`src/rtl/mdu_ctrl.sv`:
```
// EX-stage multiply/divide sequencer owning HI/LO.
// Radix-2 shift-add multiply and restoring divide, one bit per cycle.
module mdu_ctrl #(
  parameter int DATA_SIZE      = 32,
  parameter int FUNC_CODE_SIZE = 6
) (
  input  logic                      i_clk,
  input  logic                      i_reset,
  input  logic                      i_enable,
  input  logic                      i_valid,
  input  logic [FUNC_CODE_SIZE-1:0] i_funct_code,
  input  logic [DATA_SIZE-1:0]      i_data_a,
  input  logic [DATA_SIZE-1:0]      i_data_b,
  output logic                      o_busy,
  output logic                      o_stall,
  output logic [DATA_SIZE-1:0]      o_result,
  output logic [DATA_SIZE-1:0]      o_hi,
  output logic [DATA_SIZE-1:0]      o_lo,
  output logic                      o_done
);

  localparam int W  = DATA_SIZE;
  localparam int CW = $clog2(DATA_SIZE);

  localparam logic [FUNC_CODE_SIZE-1:0] F_MFHI  = FUNC_CODE_SIZE'('h10);
  localparam logic [FUNC_CODE_SIZE-1:0] F_MTHI  = FUNC_CODE_SIZE'('h11);
  localparam logic [FUNC_CODE_SIZE-1:0] F_MFLO  = FUNC_CODE_SIZE'('h12);
  localparam logic [FUNC_CODE_SIZE-1:0] F_MTLO  = FUNC_CODE_SIZE'('h13);
  localparam logic [FUNC_CODE_SIZE-1:0] F_MULT  = FUNC_CODE_SIZE'('h18);
  localparam logic [FUNC_CODE_SIZE-1:0] F_MULTU = FUNC_CODE_SIZE'('h19);
  localparam logic [FUNC_CODE_SIZE-1:0] F_DIV   = FUNC_CODE_SIZE'('h1A);
  localparam logic [FUNC_CODE_SIZE-1:0] F_DIVU  = FUNC_CODE_SIZE'('h1B);

  typedef enum logic [1:0] {
    S_IDLE,
    S_MUL,
    S_DIV,
    S_FIX
  } state_t;

  state_t          state;
  logic [CW-1:0]   cnt;
  logic [2*W-1:0]  acc;
  logic [W-1:0]    mag;
  logic            neg_q;
  logic            neg_r;
  logic            dz;
  logic            div_mode;
  logic [W-1:0]    hi;
  logic [W-1:0]    lo;
  logic            done;

  logic is_start, is_signed, is_div_op;
  logic is_mfhi, is_mflo, is_mthi, is_mtlo;
  logic mdu_op;

  always_comb begin
    is_start  = 1'b0;
    is_signed = 1'b0;
    is_div_op = 1'b0;
    is_mfhi   = 1'b0;
    is_mflo   = 1'b0;
    is_mthi   = 1'b0;
    is_mtlo   = 1'b0;
    unique case (i_funct_code)
      F_MULT: begin
        is_start  = 1'b1;
        is_signed = 1'b1;
      end
      F_MULTU: is_start = 1'b1;
      F_DIV: begin
        is_start  = 1'b1;
        is_signed = 1'b1;
        is_div_op = 1'b1;
      end
      F_DIVU: begin
        is_start  = 1'b1;
        is_div_op = 1'b1;
      end
      F_MFHI: is_mfhi = 1'b1;
      F_MFLO: is_mflo = 1'b1;
      F_MTHI: is_mthi = 1'b1;
      F_MTLO: is_mtlo = 1'b1;
      default: ;
    endcase
  end

  assign mdu_op = i_valid &
    (is_start | is_mfhi | is_mflo | is_mthi | is_mtlo);

  logic          a_neg, b_neg;
  logic [W-1:0]  a_mag, b_mag;

  assign a_neg = is_signed & i_data_a[W-1];
  assign b_neg = is_signed & i_data_b[W-1];
  assign a_mag = a_neg ? -i_data_a : i_data_a;
  assign b_mag = b_neg ? -i_data_b : i_data_b;

  // Multiply: acc = {partial, multiplier}, shifted right each step.
  logic [W:0]     mul_sum;
  logic [2*W-1:0] mul_next;

  assign mul_sum  = {1'b0, acc[2*W-1:W]} +
                    (acc[0] ? {1'b0, mag} : '0);
  assign mul_next = {mul_sum, acc[W-1:1]};

  // Divide: acc = {remainder, dividend/quotient}.
  logic [W:0]     div_shift;
  logic [W+1:0]   div_diff;
  logic           div_ok;
  logic [2*W-1:0] div_next;

  assign div_shift = {acc[2*W-1:W], acc[W-1]};
  assign div_diff  = {1'b0, div_shift} - {2'b00, mag};
  assign div_ok    = ~div_diff[W+1];
  assign div_next  = {div_ok ? div_diff[W-1:0] : div_shift[W-1:0],
                      acc[W-2:0], div_ok};

  logic [2*W-1:0] prod_fix;
  logic [W-1:0]   rem_fix;
  logic [W-1:0]   quo_fix;

  assign prod_fix = neg_q ? -acc : acc;
  assign rem_fix  = neg_r ? -acc[2*W-1:W] : acc[2*W-1:W];
  assign quo_fix  = dz ? '1 : (neg_q ? -acc[W-1:0] : acc[W-1:0]);

  always_ff @(posedge i_clk) begin
    if (i_reset) begin
      state    <= S_IDLE;
      cnt      <= '0;
      acc      <= '0;
      mag      <= '0;
      neg_q    <= 1'b0;
      neg_r    <= 1'b0;
      dz       <= 1'b0;
      div_mode <= 1'b0;
      hi       <= '0;
      lo       <= '0;
      done     <= 1'b0;
    end else begin
      done <= 1'b0;
      if (i_enable) begin
        unique case (state)
          S_IDLE: begin
            if (i_valid && is_start) begin
              neg_q    <= a_neg ^ b_neg;
              neg_r    <= a_neg;
              dz       <= is_div_op && (i_data_b == '0);
              div_mode <= is_div_op;
              cnt      <= CW'(DATA_SIZE - 1);
              if (is_div_op) begin
                acc   <= {{W{1'b0}}, a_mag};
                mag   <= b_mag;
                state <= S_DIV;
              end else begin
                acc   <= {{W{1'b0}}, b_mag};
                mag   <= a_mag;
                state <= S_MUL;
              end
            end else if (i_valid && is_mthi) begin
              hi <= i_data_a;
            end else if (i_valid && is_mtlo) begin
              lo <= i_data_a;
            end
          end
          S_MUL: begin
            acc <= mul_next;
            cnt <= cnt - 1'b1;
            if (cnt == '0) state <= S_FIX;
          end
          S_DIV: begin
            acc <= div_next;
            cnt <= cnt - 1'b1;
            if (cnt == '0) state <= S_FIX;
          end
          S_FIX: begin
            if (div_mode) begin
              hi <= rem_fix;
              lo <= quo_fix;
            end else begin
              {hi, lo} <= prod_fix;
            end
            done  <= 1'b1;
            state <= S_IDLE;
          end
        endcase
      end
    end
  end

  assign o_busy   = (state != S_IDLE);
  assign o_stall  = o_busy & mdu_op;
  assign o_hi     = hi;
  assign o_lo     = lo;
  assign o_done   = done;
  assign o_result = (i_valid && is_mfhi) ? hi :
                    (i_valid && is_mflo) ? lo : '0;

endmodule

```
`config.mk`:
```
export PLATFORM = sky130hd
export DESIGN_NAME = mdu_ctrl
export DESIGN_NICKNAME = d
export VERILOG_FILES = /design/src/rtl/mdu_ctrl.sv
export SDC_FILE = /design/constraint.sdc
export NUM_CORES = 1
export LEC_CHECK = 0
export ABC_CLOCK_PERIOD_IN_PS = 3500
export BUFFER_PORTS_ARGS = -buffer_cell sky130_fd_sc_hd__buf_4
export CAP_MARGIN = 5
export CORE_ASPECT_RATIO = 0.5
export CORE_UTILIZATION = 55
export CTS_CLUSTER_DIAMETER = 100
export CTS_CLUSTER_SIZE = 30
export DETAILED_ROUTE_END_ITERATION = 7
export PLACE_DENSITY = 0.79
export SYNTH_ARGS = -nofsm -noshare
export SYNTH_HDL_FRONTEND = slang
export SYNTH_SLANG_ARGS = --single-unit
export TNS_END_PERCENT = 30
```
`constraint.sdc`:
```
create_clock -name i_clk -period 3.5 [get_ports i_clk]
set_clock_uncertainty 0.1 [all_clocks]
set_input_delay 0.7 -clock i_clk [delete_from_list [all_inputs] [get_ports i_clk]]
set_output_delay 0.7 -clock i_clk [all_outputs]
set_load 0.01 [all_outputs]
```
Yosys cells after proc, flatten, opt, wreduce, memory -nomap -nowiden
Cells that the tools add are included.
W data, S select, Z words.
- flip-flop bits (word level): 172
- bits in latches: 0
- RAM bits: 0
- bits in read-only memories: 0
- input port bits: 74
- output and inout port bits: 99
- logic and storage cells: 108
- memories: 0
- add/sub/neg operators: 8
- $mul: 0
- divide/modulo/power cells: 0
- magnitude comparators: 0
- eq/ne operators: 17
- shift-type cells: 0
- multiplexer cells: 37
- bitwise logic cells: 11
- reductions and logical operators: 24
- operator list (kind ; count):
    $mux W32 ; 18
    $pmux W64 S3 ; 1
    $mux W64 ; 2
    $neg A32 Y32 ; 4
    $pmux W32 S2 ; 2
    $neg A64 Y64 ; 1
    $eq A6 B5 Y1 const B ; 8
    $sub A33 B32 Y34 ; 1
    $add A32 B32 Y33 ; 1
    $logic_not A32 Y1 ; 1
    $reduce_and A3 Y1 ; 4
    $ne A2 B2 Y1 const B ; 5
    $pmux W5 S2 ; 1
    $mux W1 ; 8
    $reduce_or A2 Y1 ; 4
    $logic_and A1 B1 Y1 ; 6
    $mux W2 ; 3
    $pmux W2 S3 ; 1
    $reduce_bool A2 Y1 ; 3
    $logic_not A5 Y1 ; 1
    $mux W5 ; 1
    $reduce_and A5 Y1 ; 1
    $sub A5 B1 Y5 const B ; 1
    $and A1 B1 Y1 ; 4
    other kinds (10) ; 15

Longest topological paths before layout
- depth in word-level cells: 9
- depth in mapped cells: 14
- mapped depth without buffers: 13

Least setup slack after synthesis
OpenSTA, ideal clock, no wires.
- kind: register to register
- from: register acc[31]
- to: register acc[60]
- setup time: 127 ps
- arrival time: 3139 ps
- data required time: 3273 ps
- setup slack: 134 ps
- cell stages (with the launch flop): 15
- buffers on the path: 1
- clock period less this slack: 3366 ps
- cell sequence: dfxtp_1 clkbuf_1 inv_1 ha_1 inv_1 fa_1 a21o_1 a221oi_1 o21ai_0 a21oi_1 o211ai_1 a21oi_1 o21ai_0 and4b_1 or3_1
- longest elaborated chain between the ends: 3
- RTL lines (item ; RTL line ; RTL):
    start, declared ; 43 ; logic [2*W-1:0] acc;
    start signal, assigned ; 152 ; acc <= {{W{1'b0}}, a_mag};
    start signal, assigned ; 156 ; acc <= {{W{1'b0}}, b_mag};
    start signal, assigned ; 167 ; acc <= mul_next;
    $sub A33 B32 Y34 ; 114 ; assign div_diff = {1'b0, div_shift} - {2'b00, mag};
    $mux W32 ; 116 ; assign div_next = {div_ok ? div_diff[W-1:0] : div_shift[W-1:0],
    $pmux W64 S3 ; 143 ; unique case (state)
No other way between the ends.
A chain may end at the register's enable or synchronous reset.

Final worst setup path
- from: register acc[12]
- to: register hi[14], in the netlist o_hi[14]
- longest elaborated chain between the ends: 4
- RTL lines (item ; RTL line ; RTL):
    $neg A64 Y64 ; 123 ; assign prod_fix = neg_q ? -acc : acc;
    $mux W64 ; 123 ;
    $mux W32 ; 177 ; if (div_mode) begin
    $pmux W32 S2 ; 143 ;
    end signal, assigned ; 161 ; hi <= i_data_a;
    end signal, assigned ; 178 ; hi <= rem_fix;
    end signal, assigned ; 181 ; {hi, lo} <= prod_fix;
    end, declared ; 49 ; logic [W-1:0] hi;
No other way between the ends.

==> impl_summary.txt <==
----------------------------------------------------
[Outcome]
  Outcome ... finished with violations
  Violated checks ... design-rule violations

[Pwr]
  Total power ... 5040 µW
  Combinational share of power ... 19.6%
  Net switching power figure ... 1590 µW
  Clock network power share ... 41.0%
  Max rail drop VDD ... 367 µV
  Static leakage power ... 0.00770 µW
  Total internal power ... 3450 µW
  Register share of total power ... 39.4%
  Pwr dens ... 274 nW/µm²
  Sw Ratio ... 31.6%

[Synthesis]
  Top cell type's share of synthesized area ... 22.8%
  Flip-flop cell with the highest count after synthesis ... sky130_fd_sc_hd__dfxtp_1
  Post-synthesis sequential element count ... 172
  Nets in the synthesized netlist ... 2236
  Count of yosys warnings during synthesis ... 0
  Proportion of synthesized chip area in sequential cells ... 22.8%
  Post-synth design cell area ... 15100 µm²
  Post-synthesis cell type count ... 77
  Syn Inst Count ... 2086
  Leading area contributor after synthesis ... sky130_fd_sc_hd__dfxtp_1
  Number of synthesized flops with an enable pin ... 0
  Top cells by area, synth ... sky130_fd_sc_hd__dfxtp_1, sky130_fd_sc_hd__a21oi_1, sky130_fd_sc_hd__nor2_1, sky130_fd_sc_hd__xnor2_1, sky130_fd_sc_hd__ha_1
  Share of flip-flops with an asynchronous set or reset after synthesis ... 0%
  Average size of a mapped cell ... 7.25 µm²

[Final layout]
  NumNets Final ... 2461
  Leading cell type in the layout, fill and taps excluded ... sky130_fd_sc_hd__buf_4
  Leading cell types in the layout, fill and taps excluded ... sky130_fd_sc_hd__buf_4, sky130_fd_sc_hd__nor2_1, sky130_fd_sc_hd__nand2_1, sky130_fd_sc_hd__a21oi_1, sky130_fd_sc_hd__dfxtp_1
  Non-filler cells, final ... 2677
  Layout Area Growth over Synthesis ... 21.7%
  Layout cells sized above 1 ... 18.5%
  Final core utilization ... 68.9%

[STA]
  Post-layout worst setup margin ... 42.5 ps
  Highest clock frequency the design can meet ... 0.289 GHz
  Min Tclk post-route ... 3460 ps
  Pins over their slew limit ... 0
  Final-layout setup total negative slack ... 0 ps
  Final setup violation count ... 0
  Period utilization ... 98.8%
  Final hold vios ... 0
  Actual transition at the worst max-transition pin ... 1350 ps
  Unrepaired setup endpoints after global routing ... yes
  Worst slew slack as a fraction of its limit ... 9.65%

[Clocking]
  Number of CTS-inserted buffers ... 17
  H-tree levels ... 4
  Buffers from clock root to sink, at most ... 2
  Worst skew pair latency ... 470 ps
  TritonCTS clock tree ... yes
  Root buffer cell ... sky130_fd_sc_hd__clkbuf_16
  Reg clk slew, reported paths ... 80 ps
  CTS hold repair buffers ... 0
  # clock sinks ... 172

[Worst setup path]
  Worst reg2reg startpoint ... acc[12]
  Capturing element type of the critical path ... flop
  Class of the most critical setup path ... reg2reg
  Number of stages on the worst setup path ... 10
  Worst reg2reg endpoint ... o_hi[14]
  Cell family with the largest share of critical-path delay ... simple AND/OR/NAND/NOR gates
  Arrival time reported for the critical path endpoint ... 3730 ps
  Depth of the most critical reg-to-reg path ... 10
  Critical path's largest stage delay ... 650 ps
  Kind of start point of the critical path ... flop
  Worst-path cell chain ... nor4_1, buf_4, nand4b_1, or4_4, nor3_4, a21oi_1, xnor2_1, mux2i_1, mux2i_1, a211oi_1
  R2r setup slk ... 40 ps
  Cell seen most often among critical-path stages ... sky130_fd_sc_hd__mux2i_1
  Required time worst endpoint ... 3780 ps
  Worst-path fanout max ... 5
  Cell type of the slowest stage on the worst timing path ... sky130_fd_sc_hd__or4_4
  Count of buffer and inverter cells on the critical path ... 1

[Worst hold path]
  Cells on Worst Hold Path ... 2
  Worst min-delay path endpoint ... dz
  Startpoint of the worst hold path ... dz
  Path type of the worst min-delay path ... reg2reg

[Placement]
  RePlAce Congestion ... 1.06
  Pre-CTS setup slack ... -214 ps
  Post-DP HPWL ... 49400 µm
  Cells after DPL ... 2638
  IO Port Bufs ... 172

[Global route]
  Wire length of the first global-routing pass ... 93400 µm
  Number of global-route vias before repair ... 15653
  Total congestion overflow ... 0
  All-Layer GR Usage ... 43.6%
  Number of antenna violations at the first check in global routing ... 2
  Pin count of the biggest net entering global routing ... 70

[Drt]
  Antenna Violating Nets Remaining ... 0
  Wire length per cell ... 23.7 µm
  Drt initial violations ... 2638
  First-pass detailed-route iteration total ... 8
  Total length of routed wires ... 63400 µm
  Routed vias/inst ... 6.58
  Routed vias ... 17628
  Post-route DRC ... 6

[Die]
  Number of placement rows ... 42
  Die width ... 237 µm
  Starting utilization of the core area ... 56.6%
  Die Y-Extent ... 119 µm
  Area of the core ... 26700 µm²
  IO Pins ... 173
  Area of the die ... 28200 µm²

[Run]
  Maximum capacitance violations ... 0

----------------------------------------------------
flip-flops by register name, summed over array words and instances (netlist names):
| name | count |
|---|---|
| o_lo | 32 |
| o_done | 1 |
| acc | 64 |
| state | 2 |
| cnt | 5 |
| o_hi | 32 |
| div_mode | 1 |
| mag | 32 |
| neg_q | 1 |
| dz | 1 |
| neg_r | 1 |
worst min-delay path, stage by stage (launching register included):
cell,delay [ps]
sky130_fd_sc_hd__dfxtp_1,320
sky130_fd_sc_hd__nand2_1,50
sky130_fd_sc_hd__a21oi_1,50
routing by layer:
| metal | global-route usage, % | share of wire, % |
|---|---|---|
| met1 | 58.6 | 41 |
| met3 | 17.9 | 15 |
| met2 | 64.2 | 42 |
| met5 | 0 | 0.017 |
| met4 | 11.0 | 2.2 |
logic make-up after synthesis:
kind of cell	Yosys count	synth area share, %
fa+ha+maj	76	6.38
xor+xnor	176	10.2
simple gates	706	21.5
flops	172	22.8
compound gates	675	29.4
mux	64	4.25
buf+inv	217	5.50
stage by stage:
stage                     cell area (µm²)  hold slack [ps]
final                               18400              362
after global routing                18400              405
after CTS                           18300              363
after detailed placement            17600              352
after global placement              17600              341
after floorplan                     15100              332
cells in the mapped netlist, types with 13 or more instances:
| cell | number |
|---|---|
| sky130_fd_sc_hd__o221ai_1 | 43 |
| sky130_fd_sc_hd__nand2b_1 | 20 |
| sky130_fd_sc_hd__nand2_1 | 209 |
| sky130_fd_sc_hd__o31ai_1 | 25 |
| sky130_fd_sc_hd__o211ai_1 | 13 |
| sky130_fd_sc_hd__nor3_1 | 37 |
| sky130_fd_sc_hd__o21a_1 | 18 |
| sky130_fd_sc_hd__or3_1 | 16 |
| sky130_fd_sc_hd__dfxtp_1 | 172 |
| sky130_fd_sc_hd__a221oi_1 | 20 |
| sky130_fd_sc_hd__ha_1 | 74 |
| sky130_fd_sc_hd__mux2i_1 | 62 |
| sky130_fd_sc_hd__nor2_1 | 269 |
| sky130_fd_sc_hd__clkbuf_1 | 130 |
| sky130_fd_sc_hd__o21ai_0 | 111 |
| sky130_fd_sc_hd__a21oi_1 | 205 |
| sky130_fd_sc_hd__a31oi_1 | 15 |
| sky130_fd_sc_hd__nor4_1 | 25 |
| sky130_fd_sc_hd__a22oi_1 | 29 |
| sky130_fd_sc_hd__a21o_1 | 32 |
| sky130_fd_sc_hd__a211oi_1 | 58 |
| sky130_fd_sc_hd__inv_1 | 70 |
| sky130_fd_sc_hd__xor2_1 | 66 |
| sky130_fd_sc_hd__nand3_1 | 41 |
| sky130_fd_sc_hd__xnor2_1 | 110 |
power by group through the flow:
stage	sequential, µW	clock, µW	combinational (µW)
finish	1990	2070	987
global route	1990	2140	1040
CTS	1990	2050	929
detailed placement	2030	0	924
global placement	2030	0	920
floorplan	2030	0	538
worst max-delay path by stage:
stage | startpoint | end
after floorplan | acc[31] | acc[60]
after detailed placement | i_data_b[7] | mag[15]
after CTS | mag[20] | acc[63]
final | acc[12] | o_hi[14]
after global routing | acc[32] | o_hi[24]
after global placement | i_data_b[7] | mag[15]
final cells by class:
cell class | count | area (µm²)
Multi-Input combinational cell | 1697 | 11000
Fill cell | 2350 | 8330
Sequential cell | 172 | 3450
Timing Repair Buffer | 351 | 2680
Clock buffer | 19 | 443
Tap cell | 352 | 440
Inverter | 72 | 270
Clock inverter | 13 | 170
Antenna cell | 1 | 2.50
what timing repair did:
action	in CTS	in global routing
endpoints found under the hold margin	0	0
resized for setup	0	26
setup endpoints to repair	0	24
buffers inserted	0	5
Power figures use the tool's default switching activity.
